[src/rtl/ace_home_node.sv]
// ACE home node: one cache master, one snooped peer, word-wide backing memory.
// Single transaction in flight; reads snoop the peer, writes go straight to memory.
module ace_home_node #(
    parameter int unsigned WIDTH_A = 32,
    parameter int unsigned WIDTH_D = 32
) (
    input  logic               clk,
    input  logic               rst,
    // master read address / data
    input  logic               AR_VALID,
    output logic               AR_READY,
    input  logic [WIDTH_A-1:0] AR_ADDR,
    input  logic               AR_ID,
    input  logic [3:0]         AR_SNOOP,
    output logic               R_VALID,
    input  logic               R_READY,
    output logic [WIDTH_D-1:0] RDATA,
    output logic               R_ID,
    output logic               R_LAST,
    output logic [3:0]         RRESP,
    // master write address / data / response
    input  logic               AW_VALID,
    output logic               AW_READY,
    input  logic [WIDTH_A-1:0] AW_ADDR,
    input  logic               AW_ID,
    input  logic [2:0]         AW_SNOOP,
    input  logic               W_VALID,
    output logic               W_READY,
    input  logic [WIDTH_D-1:0] W_DATA,
    input  logic               W_LAST,
    output logic               B_VALID,
    input  logic               B_READY,
    output logic [1:0]         BRESP,
    output logic               B_ID,
    // peer snoop channels
    output logic               AC_VALID,
    input  logic               AC_READY,
    output logic [WIDTH_A-1:0] AC_ADDR,
    output logic [3:0]         AC_SNOOP,
    output logic [2:0]         AC_PROT,
    input  logic               CR_VALID,
    output logic               CR_READY,
    input  logic [4:0]         CR_RESP,
    input  logic               CD_VALID,
    output logic               CD_READY,
    input  logic [WIDTH_D-1:0] CD_DATA,
    input  logic               CD_LAST,
    // backing memory
    output logic               mem_req,
    output logic               mem_we,
    output logic [WIDTH_A-1:0] mem_addr,
    output logic [WIDTH_D-1:0] mem_wdata,
    input  logic               mem_ack,
    input  logic [WIDTH_D-1:0] mem_rdata
);

    typedef enum logic [3:0] {
        StIdle, StSnpAc, StSnpCr, StSnpCd, StMemWb, StMemRd, StWDat, StMemWr, StRRsp, StBRsp
    } state_t;

    state_t               state_q, state_d;
    logic [WIDTH_A-1:0]   addr_q, addr_d;
    logic                 id_q, id_d;
    logic                 shared_q, shared_d;     // 1: ReadShared, 0: MakeUnique
    logic                 dirty_q, dirty_d;       // peer passed dirty data
    logic                 err_q, err_d;           // peer reported an error
    logic                 wbad_q, wbad_d;         // unsupported write snoop type
    logic                 rr_q, rr_d;             // 1: AW wins a simultaneous request
    logic [WIDTH_D-1:0]   rdata_q, rdata_d;
    logic [WIDTH_D-1:0]   wdata_q, wdata_d;
    logic [3:0]           rresp_q, rresp_d;
    logic [1:0]           bresp_q, bresp_d;
    logic                 grant_ar;

    // Single-beat snoop data; the extra response bit carries nothing we act on.
    logic unused_inputs;
    assign unused_inputs = ^{CD_LAST, CR_RESP[4]};

    assign AC_PROT = 3'b000;

    // State and transaction context registers
    always_ff @(posedge clk or posedge rst) begin
        if (rst) begin
            state_q  <= StIdle;
            addr_q   <= '0;
            id_q     <= 1'b0;
            shared_q <= 1'b0;
            dirty_q  <= 1'b0;
            err_q    <= 1'b0;
            wbad_q   <= 1'b0;
            rr_q     <= 1'b0;
            rdata_q  <= '0;
            wdata_q  <= '0;
            rresp_q  <= '0;
            bresp_q  <= '0;
        end else begin
            state_q  <= state_d;
            addr_q   <= addr_d;
            id_q     <= id_d;
            shared_q <= shared_d;
            dirty_q  <= dirty_d;
            err_q    <= err_d;
            wbad_q   <= wbad_d;
            rr_q     <= rr_d;
            rdata_q  <= rdata_d;
            wdata_q  <= wdata_d;
            rresp_q  <= rresp_d;
            bresp_q  <= bresp_d;
        end
    end

    // Next-state, context updates and channel outputs
    always_comb begin
        state_d   = state_q;
        addr_d    = addr_q;
        id_d      = id_q;
        shared_d  = shared_q;
        dirty_d   = dirty_q;
        err_d     = err_q;
        wbad_d    = wbad_q;
        rr_d      = rr_q;
        rdata_d   = rdata_q;
        wdata_d   = wdata_q;
        rresp_d   = rresp_q;
        bresp_d   = bresp_q;
        AR_READY  = 1'b0;
        AW_READY  = 1'b0;
        W_READY   = 1'b0;
        R_VALID   = 1'b0;
        RDATA     = '0;
        R_ID      = 1'b0;
        R_LAST    = 1'b0;
        RRESP     = '0;
        B_VALID   = 1'b0;
        BRESP     = '0;
        B_ID      = 1'b0;
        AC_VALID  = 1'b0;
        AC_ADDR   = '0;
        AC_SNOOP  = '0;
        CR_READY  = 1'b0;
        CD_READY  = 1'b0;
        mem_req   = 1'b0;
        mem_we    = 1'b0;
        mem_addr  = '0;
        mem_wdata = '0;
        grant_ar  = AR_VALID && !(AW_VALID && rr_q);

        unique case (state_q)
            StIdle: begin
                if (grant_ar) begin
                    AR_READY = 1'b1;
                    rr_d     = 1'b1;
                    addr_d   = AR_ADDR;
                    id_d     = AR_ID;
                    shared_d = (AR_SNOOP == 4'b0001);
                    rdata_d  = '0;
                    rresp_d  = '0;
                    if (AR_SNOOP == 4'b0001 || AR_SNOOP == 4'b1100) begin
                        state_d = StSnpAc;
                    end else begin
                        rresp_d = 4'b0010;
                        state_d = StRRsp;
                    end
                end else if (AW_VALID) begin
                    AW_READY = 1'b1;
                    rr_d     = 1'b0;
                    addr_d   = AW_ADDR;
                    id_d     = AW_ID;
                    wbad_d   = !(AW_SNOOP == 3'b010 || AW_SNOOP == 3'b000);
                    state_d  = StWDat;
                end
            end
            StSnpAc: begin
                AC_VALID = 1'b1;
                AC_ADDR  = addr_q;
                AC_SNOOP = shared_q ? 4'b0001 : 4'b1101;
                if (AC_READY) state_d = StSnpCr;
            end
            StSnpCr: begin
                CR_READY = 1'b1;
                if (CR_VALID) begin
                    dirty_d = CR_RESP[2];
                    err_d   = CR_RESP[1];
                    rresp_d = {shared_q & CR_RESP[3], 3'b000};
                    if (CR_RESP[0])    state_d = StSnpCd;
                    else if (shared_q) state_d = StMemRd;
                    else               state_d = StRRsp;
                end
            end
            StSnpCd: begin
                CD_READY = 1'b1;
                if (CD_VALID) begin
                    if (!shared_q) begin
                        state_d = StRRsp;
                    end else if (err_q) begin
                        state_d = StMemRd;
                    end else begin
                        rdata_d = CD_DATA;
                        state_d = dirty_q ? StMemWb : StRRsp;
                    end
                end
            end
            StMemWb: begin
                mem_req   = 1'b1;
                mem_we    = 1'b1;
                mem_addr  = addr_q;
                mem_wdata = rdata_q;
                if (mem_ack) state_d = StRRsp;
            end
            StMemRd: begin
                mem_req  = 1'b1;
                mem_addr = addr_q;
                if (mem_ack) begin
                    rdata_d = mem_rdata;
                    state_d = StRRsp;
                end
            end
            StWDat: begin
                W_READY = 1'b1;
                if (W_VALID) begin
                    wdata_d = W_DATA;
                    if (wbad_q || !W_LAST) begin
                        bresp_d = 2'b10;
                        state_d = StBRsp;
                    end else begin
                        bresp_d = 2'b00;
                        state_d = StMemWr;
                    end
                end
            end
            StMemWr: begin
                mem_req   = 1'b1;
                mem_we    = 1'b1;
                mem_addr  = addr_q;
                mem_wdata = wdata_q;
                if (mem_ack) state_d = StBRsp;
            end
            StRRsp: begin
                R_VALID = 1'b1;
                RDATA   = rdata_q;
                R_ID    = id_q;
                R_LAST  = 1'b1;
                RRESP   = rresp_q;
                if (R_READY) state_d = StIdle;
            end
            StBRsp: begin
                B_VALID = 1'b1;
                BRESP   = bresp_q;
                B_ID    = id_q;
                if (B_READY) state_d = StIdle;
            end
            default: state_d = StIdle;
        endcase
    end

endmodule

[config.mk]
export PLATFORM = sky130hd
export DESIGN_NAME = ace_home_node
export DESIGN_NICKNAME = d
export VERILOG_FILES = /design/src/rtl/ace_home_node.sv
export SDC_FILE = /design/constraint.sdc
export NUM_CORES = 1
export LEC_CHECK = 0
export CELL_PAD_IN_SITES_DETAIL_PLACEMENT = 0
export CELL_PAD_IN_SITES_GLOBAL_PLACEMENT = 1
export CORE_UTILIZATION = 28
export CTS_BUF_LIST = sky130_fd_sc_hd__clkbuf_4 sky130_fd_sc_hd__clkbuf_8
export CTS_CLUSTER_DIAMETER = 30
export DETAILED_ROUTE_END_ITERATION = 8
export HOLD_SLACK_MARGIN = 0.1
export PLACE_DENSITY = 0.85
export SLEW_MARGIN = 20
export SYNTH_ARGS = -nofsm -noshare
export SYNTH_HDL_FRONTEND = slang
export SYNTH_SLANG_ARGS = --single-unit
export TNS_END_PERCENT = 10
[constraint.sdc]
create_clock -name clk -period 3.64 [get_ports clk]
set_clock_uncertainty 0.15 [all_clocks]
set_input_delay 0.364 -clock clk [delete_from_list [all_inputs] [get_ports clk]]
set_output_delay 0.364 -clock clk [all_outputs]
set_load 0.1 [all_outputs]
# == Word-level counts from Yosys, hierarchy flattened ==
# Cells that the tools add are included.
# classes
n_eq_ne,25
n_bitwise,2
muxes,58
n_reduce_logical,24
# op_table
cell,n
2-to-1 mux 32 bit,10
case mux 32 bit (3 select lines),1
2-to-1 mux 4 bit,22
case mux 32 bit (2 select lines),1
case mux 4 bit (9 select lines),1
inequality test 2 bit (second input constant),11
2-to-1 mux 1 bit,19
== test 4 x 3 -> 1 bit (second input constant),4
== test 4 bit (second input constant),3
AND reduction 9 bit,1
== test 4 x 1 -> 1 bit (second input constant),2
== test 4 x 2 -> 1 bit (second input constant),2
case mux 4 bit (2 select lines),1
AND reduction 2 bit,4
2-to-1 mux 2 bit,3
AND reduction 3 bit,2
AND reduction 6 bit,1
zero test 4 bit,1
nonzero test 2 bit,2
OR reduction 2 bit,2
== test 3 x 2 -> 1 bit (second input constant),1
zero test 1 bit,3
zero test 3 bit,1
logical OR 1 bit,3
7 further kinds,8
# word_totals
regBits,112
elab_cells,121
in_bits,187
output_inout_bits,154

# == Depth between registers and ports, before layout ==
# Gate-level depths: netlist of the first run.
# depth
word_depth,5
depth_mapped,8
mapped_depth_nobuf,5

# == Worst setup path after synthesis of the first run ==
# Ideal clock, no wire load.
# synth_timing
path_type,register -> output
from,register state_q[1]
to,output mem_addr[22]
required_ns,3.126
slack_ns,0.239
t_arrival_ns,2.887
path_stages_with_launch,6
n_path_buf,2
cell_sequence,dfrtp_1 > buf_4 > and2b_1 > nor2_1 > clkbuf_1 > and2_1
# synth_via
elab_chain_len,3
word_cells_on_any_way,5
classes_between,eq/ne (3); mux (1); reduce/logical (1)
# synth_lines
item,line,text
from (decl),61,"state_t state_q, state_d;"
from (signal assigned),84,state_q <= StIdle;
from (signal assigned),97,state_q <= state_d;
== test 4 x 3 -> 1 bit,148,unique case (state_q)
OR reduction 3 bit (no line) (*),-,
2-to-1 mux 32 bit (*),148,
to (decl),51,"output logic [WIDTH_A-1:0] mem_addr,"
# Mark *: on every way between the ends. The rest lies on a longest branch, timed or not.

# == Worst setup path in the final report of the first run ==
# layout_timing
from,register state_q[2]
to,output mem_wdata[21]
# layout_via
elab_chain_len,2
word_cells_on_any_way,3
classes_between,eq/ne (2); mux (1)
# layout_lines
item,line,text
== test 4 x 3 -> 1 bit,148,
case mux 32 bit (2 select lines) (*),148,
to (decl),52,"output logic [WIDTH_D-1:0] mem_wdata,"
# Marks and branches as above.

==> flow_summary.ini, run 1 <==
[status]
status = complete, no violations

[worst_setup_path]
max_stage_delay_ns = 0.78
path_common_cell = buf_4
cp_max_fo = 32
slowest_stage = dfrtp_1
crit_required_ns = 3.13
crit_type = flop to output port
cp_cell_sequence = nand2_1 -> nor2_2 -> buf_4 -> a22o_1 -> buf_4
r2r_start = state_q[2]
r2r_cells = 4
cp-end-kind = output port
critPathBufInv = 2
crit_family = flip-flops
r2r_slack_ns = 1.07
arrival_ns = 2.49
regToRegEndpoint = wdata_q[20]
startpoint_type = flop

[sta]
slew_viol_final = 0
fin_crit_sh = 0.8257
period_minus_slack_ns = 3.006
setup_viol = 0
tightest_slew_ns = 0.9481
rsz0062_at_grt = false
final_hold_viol_count = 0
clock.fmax_mhz = 332.7
tns_ns = 0
timing.slew.headroom = 0.3657

[clock_network]
clk_pin_slew_ns = 0.11
post_cts_buffers = 0
clockBufferDepth = 2
postCtsResizedCells = 0
h-tree-depth = 3
clk_latency_ns = 0.39
root_buffer = clkbuf_8
tritoncts = done
clkSinkCount = 109
cts_buffers = 9
cts_hold_buf = 0

[logic_synthesis]
yosysUniqueCellTypes = 46
synth_top_family_by_area = simple AND/OR/NAND/NOR gates
synthXorXnorAreaFrac = 0
synthAdderAreaFrac = 0
async_flop_share = 1.000
synth_top_area_share = 0.4448
ys_seq_elements = 109
synthSimpleGateAreaFrac = 0.2426
ys.flop_type = dfrtp_1
synthMuxAreaShare = 0.07121
synth.avg_cell_area_sq_um = 9.305
yosysSeqAreaShare = 0.4448
synth_edf_count = 0
synth_area_sq_um = 6132
ys.warnings.count = 0
synth_top_cell_by_area = dfrtp_1
syn_inst = 659
netlist_top_cells_area = dfrtp_1, and2_1, mux2_1, nor2_1, a22o_1
synth_compound_area_frac = 0.1767

[pwr]
p_leak_uw = 0.004355
ir_drop_mv = 0.4004
cellPowerDensity_nw_per_um2 = 849.8
switching_share = 0.5623
seqPwrFrac = 0.273
power.share.clock = 0.088
p_switching_uw = 4746
power.internal_uw = 3694
combPwrFrac = 0.640

[place]
hpwlAfterDp_um = 15830
io_buffer_count = 330
gp_congestion = 0.8049
placed_area_sq_um = 9741

[global_routing]
grt_pass1_vias = 5858
grtUsageTotal = 0.1858
grt_overflow = 0
grt_antenna_before_repair = 0
grt_max_degree = 57
grt_pass1_wl_um = 32030

[floorplanning]
pin_count = 341
die_h_um = 150.0
rows = 53
core_area_sq_um = 21220
die-area_sq_um = 22500
die_width_um = 150.0
start_util = 0.2890

[route]
wl_met3_um = 2095
drc = 0
met1_length_um = 8367
drtIter0Drc = 183
postRouteWirelength_um = 21120
postRouteAntennaNets = 0
dr.pass1.iters = 5
highest_layer = met4
dr_wl_met2_um = 10490
wl_per_cell_um = 16.96
vias_per_cell = 4.716
vias = 5872

[layout]
drive_above_1_share = 0.2237
nFillCells = 2078
stdcell_area_sq_um = 9932
fin_util = 0.4680
nets = 1152
antenna_cells = 0
multi_input_area_sq_um = 3074
regArea_sq_um = 2728
synthToLayoutAreaGrowth_pct = 61.97

[job]
drv_cap = 0

[worst_hold_path]
min-delay-path-class = input port to asynchronous set/reset pin
[power by group through the flow]
stage | Sequential [uW] | Combinational, uW | Clock, uW
final | 2300 | 5400 | 741
after global routing | 2400 | 5710 | 808
after CTS | 2310 | 5460 | 776
after detailed placement | 2330 | 5460 | 0
after floorplan | 2110 | 4280 | 0
after global placement | 2300 | 5380 | 0
[layout make-up]
type	instances	area share
Clock inverter	7	0.006803
Clock buffer	9	0.01247
Sequential cell	109	0.2746
Timing Repair Buffer	349	0.3590
Multi-Input combinational cell	489	0.3095
Tap cell	275	0.03464
Inverter	7	0.002897
[state kept, by name (all words and copies together) (netlist names), 2 cells and up]
| register | cells |
|---|---|
| addr_q | 32 |
| rresp_q | 2 |
| state_q | 4 |
| wdata_q | 32 |
| rdata_q | 32 |
[how the worst max path moves through the flow]
| stage | from | endpoint | slack, ns | depth (start not counted) |
|---|---|---|---|---|
| CTS | state_q[2] | mem_wdata[21] | 0.59 | 5 |
| global route | state_q[0] | AC_SNOOP[2] | 0.48 | 3 |
| detailed placement | AW_VALID | rdata_q[7] | 0.92 | 7 |
| floorplan | state_q[1] | mem_addr[22] | 0.24 | 5 |
| finish | state_q[2] | mem_wdata[21] | 0.63 | 5 |
| global placement | AW_VALID | AW_READY | 0.97 | 5 |
[cells in the mapped netlist, types with 12 or more instances]
cell and instances:
buf_2 17, a21oi_1 27, clkbuf_1 21, nand2_1 74, mux2_1 30, dfrtp_1 109, and2_1 101, a22o_1 32
a31oi_1 34, buf_4 12, a22oi_1 34, nor2_1 81
[worst register-to-register path, cell delays in order (launching register included)]
cell and delay [ns]:
dfrtp_1 0.78, nand2_1 0.24, nor2_4 0.16, nand2_2 0.54
mux2_1 0.58
[stage by stage]
step                hold WS, ns  std cells  setup WS (ns)  power [uW]
floorplan                0.2912        665         0.2389        6386
global placement         0.3060       1229         0.9670        7683
detailed placement       0.3127       1229         0.9249        7787
CTS                      0.3040       1245         0.5923        8546
global route             0.3304       1245         0.4814        8919
finish                   0.2962       1245         0.6343        8440
[routing by layer]
layer | vias to the layer above | track usage
li1 | 2866 | -
met1 | 2747 | 0.2147
met2 | 252 | 0.3350
met3 | 7 | 0.05976
met4 | 0 | 0.03434
met5 | - | 0
[cell families (layout without fill, tap and decap cells)]
logic type,Yosys count,count (layout)
flip-flops,109,109
AO/OA/AOI/OAI,153,153
other,1,7
AND/OR/NAND/NOR,290,290
multiplexers,39,39
buffers and inverters,67,372
[cells in the final DEF (no fill, tap or decap), types with 2 or more instances in the layout]
cell type        synthesis  final
conb_1                   1      7
buf_12                   0     39
a22oi_1                 34     34
a31oi_1                 34     34
nor4b_1                  2      2
buf_4                   12    127
mux2_2                   7      7
or3_1                    2      2
nor2_2                   0      5
clkdlybuf4s50_1          0    183
mux2i_1                  2      2
clkinv_4                 0      2
clkbuf_8                 0      9
inv_1                    7      6
nor3_1                   2      2
mux2_1                  30     30
a21oi_2                 10     10
nand2b_1                 4      4
a22o_1                  32     32
o21ai_0                  7      7
a21oi_1                 27     27
nor2_4                   2      2
dfrtp_1                109    109
nand2_1                 74     74
nor2_1                  81     76
and2_1                 101    101
inv_6                    0      2
nor2b_1                  5      4
nand3_1                  6      6
(Power assumes the default switching activity.)
==> run 2, diff against run 1 <==
==> constraint.sdc (replaced) <==
create_clock -name clk -period 2.97 [get_ports clk]
set_clock_uncertainty 0.15 [all_clocks]
set_input_delay 0.297 -clock clk [delete_from_list [all_inputs] [get_ports clk]]
set_output_delay 0.297 -clock clk [all_outputs]
set_load 0.1 [all_outputs]
==> run 2 against run 1 <==
  * Critical endpoint is now mem_wdata[16]
  * Largest power group unchanged
  * Critical path type unchanged
  * Die area stayed put
  * Register-to-register slack got worse by 0.50 ns
  * Routed wire length is 3.4% higher
==> flow_summary.ini, run 2 (same netlist as run 1, synthesis figures left out) <==
[status]
status = complete, no violations

[place]
dp_cells = 1228
pre_cts_ws_ns = 0.4798
gp_congestion = 0.8349
placed_area_sq_um = 11150
hpwlAfterDp_um = 16680
io_buffer_count = 330

[worst_setup_path]
cp-end-kind = output port
r2r_cells = 5
max_stage_delay_ns = 0.79
crit_type = flop to output port
path_common_cell = buf_12
crit_family = flip-flops
startpoint_type = flop
cp_max_fo = 32
crit_required_ns = 2.52
critical_path_depth = 5
arrival_ns = 2.33
critPathBufInv = 2
cp_cell_sequence = nand2_1 -> nor2_2 -> buf_12 -> a22o_1 -> buf_12
slowest_stage = dfrtp_1

[global_routing]
grt_pass1_vias = 5920
grt_pass1_wl_um = 32890
grtUsageTotal = 0.1917
grt_overflow = 0
grt_antenna_before_repair = 0
grt_max_degree = 67

[layout]
synthToLayoutAreaGrowth_pct = 85.15
antenna_cells = 0
fin_util = 0.5350
fin_cells = 1244
nets = 1151
stdcell_area_sq_um = 11350
final_cell_mix = clkdlybuf4s50_1, buf_12, dfrtp_1
biggestRegsByFlops = addr_q (32), rdata_q (32), wdata_q (32)
drive_above_1_share = 0.2239
layout_commonest_cell = clkdlybuf4s50_1

[sta]
slew_viol_final = 0
tns_ns = 0
timing.slew.headroom = 0.5309
setup_viol = 0
clock.fmax_mhz = 360.0
setup_slack_ns = 0.1923
final_hold_viol_count = 0
tightest_slew_ns = 0.7022
period_minus_slack_ns = 2.778
fin_crit_sh = 0.9353
rsz0062_at_grt = false

[worst_hold_path]
min-delay-path-class = input port to asynchronous set/reset pin

[route]
drtIter0Drc = 223
wl_per_cell_um = 17.55
vias = 5990
drc = 0
postRouteAntennaNets = 0
postRouteWirelength_um = 21830
dr.pass1.iters = 6
vias_per_cell = 4.815

[pwr]
ir_drop_mv = 0.5027
p_leak_uw = 0.004681
cellPowerDensity_nw_per_um2 = 1002

[floorplanning]
die_width_um = 150.0
rows = 53
die-area_sq_um = 22500
core_area_sq_um = 21220
die_h_um = 150.0
start_util = 0.2890
pin_count = 341

[clock_network]
tritoncts = done
clk_pin_slew_ns = 0.13
clk_latency_ns = 0.38
clkSinkCount = 109
postCtsResizedCells = 0
post_cts_buffers = 0
h-tree-depth = 3
cts_buffers = 9
root_buffer = clkbuf_8
cts_hold_buf = 0
clockBufferDepth = 2

[job]
drv_cap = 0
==> run 2: layout make-up <==
class                   count  area (sq um)
well taps                 275         344.1
inverters                   7         30.03
flip-flops and latches    109          2728
repair buffers            348          4972
clock buffers              10         137.6
multi-input cells         489          3079
fillers                  1900          9867
clock inverters             6         62.56
==> run 2: layer usage <==
metal | global-route usage | up-vias | routed length, um
met2 | 0.3447 | 265 | 11050
li1 | - | 2868 | -
met1 | 0.2166 | 2838 | 8281
met5 | 0 | - | 0
met3 | 0.05823 | 19 | 2162
met4 | 0.05556 | 0 | 342
==> run 2: stage by stage <==
step | total power (uW) | hold WS, ns
2_1_floorplan | 7831 | 0.2787
3_3_place_gp | 10410 | 0.3083
3_5_place_dp | 10560 | 0.3156
4_1_cts | 11500 | 0.1871
5_1_grt | 11960 | 0.2231
6_report | 11380 | 0.2057
==> run 2: power by group <==
group	switching [uW]	internal, uW	total, uW
Sequential	564	2220	2780
Combinational	4860	2800	7660
Clock	576	353	929
==> run 2: worst reg2reg max path: stages (launching register included) <==
cell	delay, ns
dfrtp_1	0.64
nor4_4	0.57
o311a_2	0.53
buf_12	0.25
nor2_1	0.08
a21oi_2	0.10
==> run 2: path summary, 6_finish.rpt <==
kind                             from             to  slack (ns)
max in group asynchronous         rst    rdata_q[24]        1.65
hold / removal                    rst     rdata_q[7]        0.21
setup / recovery           state_q[2]  mem_wdata[16]        0.19
min in group clk           AW_ADDR[0]      addr_q[0]        0.31
setup reg to reg           state_q[2]    rdata_q[23]        0.57
hold reg to reg            bresp_q[1]     bresp_q[1]        0.34
